**config.mk**
```make
export PLATFORM = sky130hd
export DESIGN_NAME = hilo_file
export DESIGN_NICKNAME = d
export VERILOG_FILES = /design/src/rtl/hilo_pkg.sv /design/src/rtl/hilo_fwd_mux.sv /design/src/rtl/hilo_file.sv
export SDC_FILE = /design/constraint.sdc
export NUM_CORES = 1
export LEC_CHECK = 0
export ABC_AREA = 1
export BUFFER_PORTS_ARGS = -buffer_cell sky130_fd_sc_hd__buf_2
export CORE_MARGIN = 1.5
export CORE_UTILIZATION = 40
export DETAILED_ROUTE_END_ITERATION = 8
export PLACE_DENSITY = 0.75
export SLEW_MARGIN = 15
export SYNTH_ARGS = -nofsm -noshare
export SYNTH_HDL_FRONTEND = slang
export SYNTH_HIERARCHICAL = 1
export SYNTH_SLANG_ARGS = --single-unit
```
**constraint.sdc**
```tcl
create_clock -name clk -period 7.5 [get_ports clk]
set_input_delay 1.125 -clock clk [delete_from_list [all_inputs] [get_ports clk]]
set_output_delay 1.125 -clock clk [all_outputs]
set_load 0.01 [all_outputs]
```
**src/rtl/hilo_pkg.sv**
```systemverilog
// Shared constants for the HI/LO register file: stall-bus encoding, forwarding indices, scoreboard states.
package hilo_pkg;

    localparam int STALL_W_DEF = 6;

    localparam logic Stop   = 1'b1;
    localparam logic NoStop = 1'b0;

    localparam int FWD_EX  = 0;
    localparam int FWD_MEM = 1;
    localparam int FWD_WB  = 2;

    typedef enum logic {
        SB_IDLE = 1'b0,
        SB_PEND = 1'b1
    } sb_state_e;

endpackage

```
**src/rtl/hilo_fwd_mux.sv**
```systemverilog
// Per-half forwarding priority mux; combinational, no backpressure.
// Youngest stage wins, then older stages, then the mul/div result, then the architectural value.
module hilo_fwd_mux #(
    parameter int DATA_W     = 32,
    parameter int FWD_STAGES = 3
) (
    input  logic [FWD_STAGES-1:0]        fwd_we_i,
    input  logic [FWD_STAGES*DATA_W-1:0] fwd_dat_i,
    input  logic                         md_vld_i,
    input  logic [DATA_W-1:0]            md_dat_i,
    input  logic [DATA_W-1:0]            arch_i,
    output logic [DATA_W-1:0]            res_o
);

    always_comb begin
        res_o = arch_i;
        if (md_vld_i) res_o = md_dat_i;
        // Walk oldest to youngest so the youngest enabled stage is applied last.
        for (int i = FWD_STAGES - 1; i >= 0; i--) begin
            if (fwd_we_i[i]) res_o = fwd_dat_i[i*DATA_W +: DATA_W];
        end
    end

endmodule

```
**src/rtl/hilo_file.sv**
```systemverilog
// HI/LO register file with forwarding, mul/div scoreboard and a 1-cycle registered read port into EX.
// Output register bubbles or holds per the stall bus; stall_req is combinational and independent of stall.
module hilo_file
    import hilo_pkg::*;
#(
    parameter int DATA_W     = 32,
    parameter int FWD_STAGES = 3,
    parameter int STALL_W    = STALL_W_DEF,
    parameter int RD_STAGE   = 2
) (
    input  logic                         clk,
    input  logic                         rst,
    input  logic [STALL_W-1:0]           stall,
    input  logic [FWD_STAGES-1:0]        fwd_hi_we,
    input  logic [FWD_STAGES-1:0]        fwd_lo_we,
    input  logic [FWD_STAGES*DATA_W-1:0] fwd_hi,
    input  logic [FWD_STAGES*DATA_W-1:0] fwd_lo,
    input  logic                         rd_hi,
    input  logic                         rd_lo,
    input  logic                         md_start,
    input  logic                         md_done,
    input  logic [DATA_W-1:0]            md_hi,
    input  logic [DATA_W-1:0]            md_lo,
    input  logic                         md_flush,
    output logic [DATA_W-1:0]            hi_data,
    output logic [DATA_W-1:0]            lo_data,
    output logic                         md_busy,
    output logic                         stall_req
);

    localparam int CMT = FWD_STAGES - 1;

    logic [DATA_W-1:0] hi_q, hi_d, lo_q, lo_d;
    logic [DATA_W-1:0] out_hi_q, out_hi_d, out_lo_q, out_lo_d;
    logic [DATA_W-1:0] res_hi, res_lo;
    sb_state_e         sb_q, sb_d;
    logic              md_wr;
    logic              stall_unused;

    assign md_wr        = md_done & ~md_flush;
    assign stall_unused = ^stall;

    hilo_fwd_mux #(.DATA_W(DATA_W), .FWD_STAGES(FWD_STAGES)) u_mux_hi (
        .fwd_we_i (fwd_hi_we),
        .fwd_dat_i(fwd_hi),
        .md_vld_i (md_wr),
        .md_dat_i (md_hi),
        .arch_i   (hi_q),
        .res_o    (res_hi)
    );

    hilo_fwd_mux #(.DATA_W(DATA_W), .FWD_STAGES(FWD_STAGES)) u_mux_lo (
        .fwd_we_i (fwd_lo_we),
        .fwd_dat_i(fwd_lo),
        .md_vld_i (md_wr),
        .md_dat_i (md_lo),
        .arch_i   (lo_q),
        .res_o    (res_lo)
    );

    // Commit beats a simultaneous mul/div completion.
    always_comb begin
        hi_d = hi_q;
        lo_d = lo_q;
        if (md_wr) begin
            hi_d = md_hi;
            lo_d = md_lo;
        end
        if (fwd_hi_we[CMT]) hi_d = fwd_hi[CMT*DATA_W +: DATA_W];
        if (fwd_lo_we[CMT]) lo_d = fwd_lo[CMT*DATA_W +: DATA_W];
    end

    always_comb begin
        sb_d = sb_q;
        if (md_start)                sb_d = SB_PEND;
        else if (md_done | md_flush) sb_d = SB_IDLE;
        md_busy   = (sb_q == SB_PEND);
        stall_req = (sb_q == SB_PEND) & ~md_done & (rd_hi | rd_lo | md_start);
    end

    always_comb begin
        out_hi_d = res_hi;
        out_lo_d = res_lo;
        if (stall[RD_STAGE] == Stop) begin
            if (stall[RD_STAGE+1] == NoStop) begin
                out_hi_d = '0;
                out_lo_d = '0;
            end else begin
                out_hi_d = out_hi_q;
                out_lo_d = out_lo_q;
            end
        end
    end

    always_ff @(posedge clk or posedge rst) begin
        if (rst) begin
            hi_q     <= '0;
            lo_q     <= '0;
            out_hi_q <= '0;
            out_lo_q <= '0;
            sb_q     <= SB_IDLE;
        end else begin
            hi_q     <= hi_d;
            lo_q     <= lo_d;
            out_hi_q <= out_hi_d;
            out_lo_q <= out_lo_d;
            sb_q     <= sb_d;
        end
    end

    assign hi_data = out_hi_q;
    assign lo_data = out_lo_q;

endmodule

```
# Yosys cells after proc, flatten, opt, wreduce, memory -nomap -nowiden
# Cells that the tools add are included.
# totals
reg_bits	129
wordCells	28
# classes
n_eq_ne	1
mux	13
n_bitwise	8
reduce_logical	1
# op_table
operator	n
32-bit two-way mux	11
1-bit AND	3
1-bit OR	3
1-bit two-way mux	2
2-bit != test, second input constant	1
1-bit inverter	2
2-bit nonzero test	1

# Logic depth before layout (Yosys ltp)
# logic_depth
word_depth	7
depth_mapped	14

# Modules after synthesis
# Netlist, hierarchy kept.
# by_module_without_submodules
module	n_inst	cells_per_inst	area_each_um2	seq_area_each_um2
hilo_file	1	775	6122.1	3228.1
hilo_fwd_mux	2	414	1849.3	0.0

# Worst setup path after synthesis
# OpenSTA, ideal clock, no wires.
# synth_path
kind	input to output
startpoint	input md_done
endpoint	output stall_req
arrival_time_ps	1410
required_time_ps	6375
slack_ps	4965
cell_stages	3
path_buffers	0
cell_sequence	inv_1 > nand2_1 > a21oi_1
# synth_via
elab_chain_cells	3
# synth_lines
item	line	text
from (decl)	hilo_file.sv:21	input logic md_done,
1-bit inverter	hilo_file.sv:78	stall_req = (sb_q == SB_PEND) & ~md_done & (rd_hi | rd_lo | md_start);
1-bit AND (2 in series)	hilo_file.sv:78	
to (decl)	hilo_file.sv:28	output logic stall_req
# No other way between the ends.

# Worst setup path after layout
# layout_path
startpoint	input md_flush
endpoint	register out_lo_q[30], in the netlist lo_data[30]
# layout_via
elab_chain_cells	7
# layout_lines
item	line	text
from (decl)	hilo_file.sv:24	input logic md_flush,
1-bit inverter	hilo_file.sv:40	assign md_wr = md_done & ~md_flush;
1-bit AND	hilo_file.sv:40	
named net md_wr	hilo_file.sv:37	logic md_wr;
32-bit two-way mux	hilo_fwd_mux.sv:17	if (md_vld_i) res_o = md_dat_i;
32-bit two-way mux	n/a	
32-bit two-way mux (2 in series)	hilo_fwd_mux.sv:20	if (fwd_we_i[i]) res_o = fwd_dat_i[i*DATA_W +: DATA_W];
named net res_lo[30]	hilo_file.sv:35	logic [DATA_W-1:0] res_hi, res_lo;
32-bit two-way mux	hilo_file.sv:84	if (stall[RD_STAGE] == Stop) begin
to (signal assigned)	hilo_file.sv:106	out_lo_q <= out_lo_d;
to (decl)	hilo_file.sv:34	logic [DATA_W-1:0] out_hi_q, out_hi_d, out_lo_q, out_lo_d;
# The timed path passes the listed nets, and every way through them passes these cells.
# A chain may end at the register's enable or synchronous reset.

==> flow_summary.yaml <==
synth:
  synth_top_area_share_pct: 32.87
  synth_warnings: 6
  synth.most_common_cell: "nand2_1"
  synth.area.top_cells: "dfrtp_1 (33%), nand2_1 (24%), inv_1 (9.9%)"
  synth_edf_count: 0
  syn_nets: 1878
  netlist.top_cell.by_area: "dfrtp_1"
  synth_ff_type: "dfrtp_1"
  synth.distinct_cells: 17
  ys_ff_latch: 129
  synth_cells: 1603
  ys_top_cells_by_count: "nand2_1 (631), inv_1 (260), nand3_1 (192), a21oi_1 (129), dfrtp_1 (129)"
  syn-cell-area_sq_um: 9821
  avgSynthCellArea_sq_um: 6.126
  synthArstFlopShare_pct: 100.0
  seq_area_frac_synth_pct: 32.87
grt:
  grt_pass1_wl_microns: 48520
  antenna_found_initial: 1
  gr-usage-all-layers_pct: 23.49
  overflow: 0
  grt_pass1_vias: 9762
  grt_max_degree: 71
clock_tree:
  post_cts_resized: 0
  clock_path_buffers: 2
  cts.sinks: 129
  cts_tree: "yes"
  cts_inserted_buffers: 17
  cts_root_buf: "clkbuf_16"
  ctsHoldBuffers: 0
  path_clk_slew_ns: 0.07
  post_cts.repair.setup_buffers: 0
  htree_levels: 4
  insertion_delay_ns: 0.41
detailed_routing:
  wl_met2_microns: 14350
  drc: 0
  dr_total_vias: 10520
  top_layer: "met4"
  viasPerCell: 4.792
  wl_met1_microns: 12950
  drtIter0Drc: 824
  wl_per_cell_microns: 13.73
  drtPass1Iterations: 5
  wirelength_microns: 30140
  ant_nets: 0
  met3_length_microns: 2279
setup_path:
  path_max_fanout: 67
  max_stage_delay_ns: 0.69
  slowest_stage: "buf_4"
  crit_chain: "buf_2 > inv_2 > nand2_2 > buf_4 > inv_2 > buf_4 > inv_6 > nand2_1 > nand3_1 > nand2_1 > nand2_1 > nand2_1 > inv_1 > o21ai_1"
  arrival_ns: 3.53
  crit_path_start_kind: "input pin"
  worstPathRequired_ns: 7.83
  path_class: "input pin to flop"
  cp_top_family: "buffers and inverters"
  path_buf_inv: 7
  cpMostUsedCell: "nand2_1"
  crit_path_end_kind: "flop"
sta:
  max_freq_mhz: 312.0
  slew_headroom_pct: 27.49
  fin_skew_ns: 0.007865
  hold_viol_final: 0
  grt_setup_unrepaired: "no"
  finalSetupTns_ns: 0
  period_needed_ns: 3.205
  setup_viol: 0
  worst_pin_slew_ns: 1.088
  fin_crit_sh_pct: 42.73
  maxSlewViolCount: 0
final_layout:
  final_cell_area_sq_um: 11910
  finalCoreUtilization_pct: 49.24
  final_cells: 2195
  finalNetCount: 2132
  area_delta_synth_final_pct: 21.23
  layout-drive-gt1-share_pct: 24.92
placed_design:
  placed_area_sq_um: 11200
  portBuffers: 336
  gp_congestion: 0.8855
  dpl.cell_count: 2161
  dp_hpwl_microns: 19530
power:
  vdd_drop_max_uv: 106.1
  p_leak_nw: 7.307
  pwr_density_cell_nw_per_um2: 192.3
  power_mw: 2.289
worst_hold_path:
  hp-class: "flop to flop"
floorplan:
  fp.dieH_microns: 159.7
  rows: 57
  ioPinCount: 341
  dieArea_sq_um: 25500
  die_x_microns: 159.7
  core_sq_um: 24180
  initial_utilization_pct: 40.62
status:
  status: "completed"
flow_run:
  maxCapViolCount: 0
## stage by stage
stage | worst slack [ns] | hold WS (ns)
6_report | 4.295 | 0.4960
5_1_grt | 4.054 | 0.5217
4_1_cts | 4.285 | 0.5007
3_5_place_dp | 3.845 | 0.4865
3_3_place_gp | 3.882 | 0.4793
2_1_floorplan | 2.934 | 0.4755
## flip-flops by register name (all words and copies together) (netlist names)
name / cells
hi_data: 32
hi_q: 32
lo_data: 32
lo_q: 32
md_busy: 1
## worst reg2reg max path, cell delays in order, from the launching register on
cell,delay [ns]
dfrtp_1,0.39
inv_1,0.05
nand2_1,0.04
nand3_1,0.08
nand2_1,0.12
nand2_1,0.09
nand2_1,0.05
inv_1,0.05
o21ai_1,0.05
## area by class of cell
| cell class | instances | area [sq um] |
|---|---|---|
| clock buffers | 21 | 480.5 |
| fillers | 2507 | 12270 |
| diodes | 1 | 2.502 |
| repair buffers | 347 | 1779 |
| well taps | 324 | 405.4 |
| inverters | 267 | 1022 |
| clock inverters | 11 | 198.9 |
| flip-flops and latches | 129 | 3228 |
| multi-input cells | 1095 | 4788 |
## placed cells by master, fill, tap and decap left out
cell | Yosys | routed
nand2_1 | 631 | 630
buf_2 | 61 | 335
inv_1 | 260 | 258
nand3_1 | 192 | 192
a21oi_1 | 129 | 129
dfrtp_1 | 129 | 129
nand2_2 | 77 | 78
o21ai_1 | 37 | 37
o21ai_0 | 28 | 28
clkbuf_16 | 0 | 17
buf_4 | 24 | 11
inv_6 | 2 | 5
bufinv_16 | 0 | 5
inv_2 | 3 | 4
clkbuf_8 | 0 | 4
clkinvlp_4 | 0 | 3
inv_4 | 2 | 2
diode_2 | 0 | 1
nor2_1 | 1 | 1
clkinv_4 | 0 | 1
buf_12 | 0 | 1
## power breakdown
part	switching [mW]	leakage, nW	internal [mW]
Combinational	0.318	5.37	0.197
Sequential	0.0369	1.61	0.767
Clock	0.341	0.323	0.630
Total	0.695	7.31	1.59
## per-layer routing
layer	up-vias	track usage (%)
met1	4700	29.24
met2	434	40.37
met3	34	4.779
met5	-	0
met4	0	8.233
li1	5350	-
## logic make-up after synthesis
logic type	count (synthesis)	synth area share, %
buffers and inverters	379	18.40
AO/OA/AOI/OAI	194	9.887
flip-flops	129	32.87
AND/OR/NAND/NOR	901	38.85
## worst paths after layout
kind	from	end	slack (ns)	cells after the start
worst max-delay path	md_flush	lo_data[30]	4.29	14
min in group asynchronous	rst	hi_data[10]	0.79	2
worst min register to register	hi_data[17]	hi_data[17]	0.50	2
worst min-delay path	hi_data[17]	hi_data[17]	0.50	2
worst max register to register	lo_q[30]	lo_data[30]	6.43	8
max in group asynchronous	rst	hi_data[5]	5.34	3
Note: power is estimated with default switching activity, not from simulation.
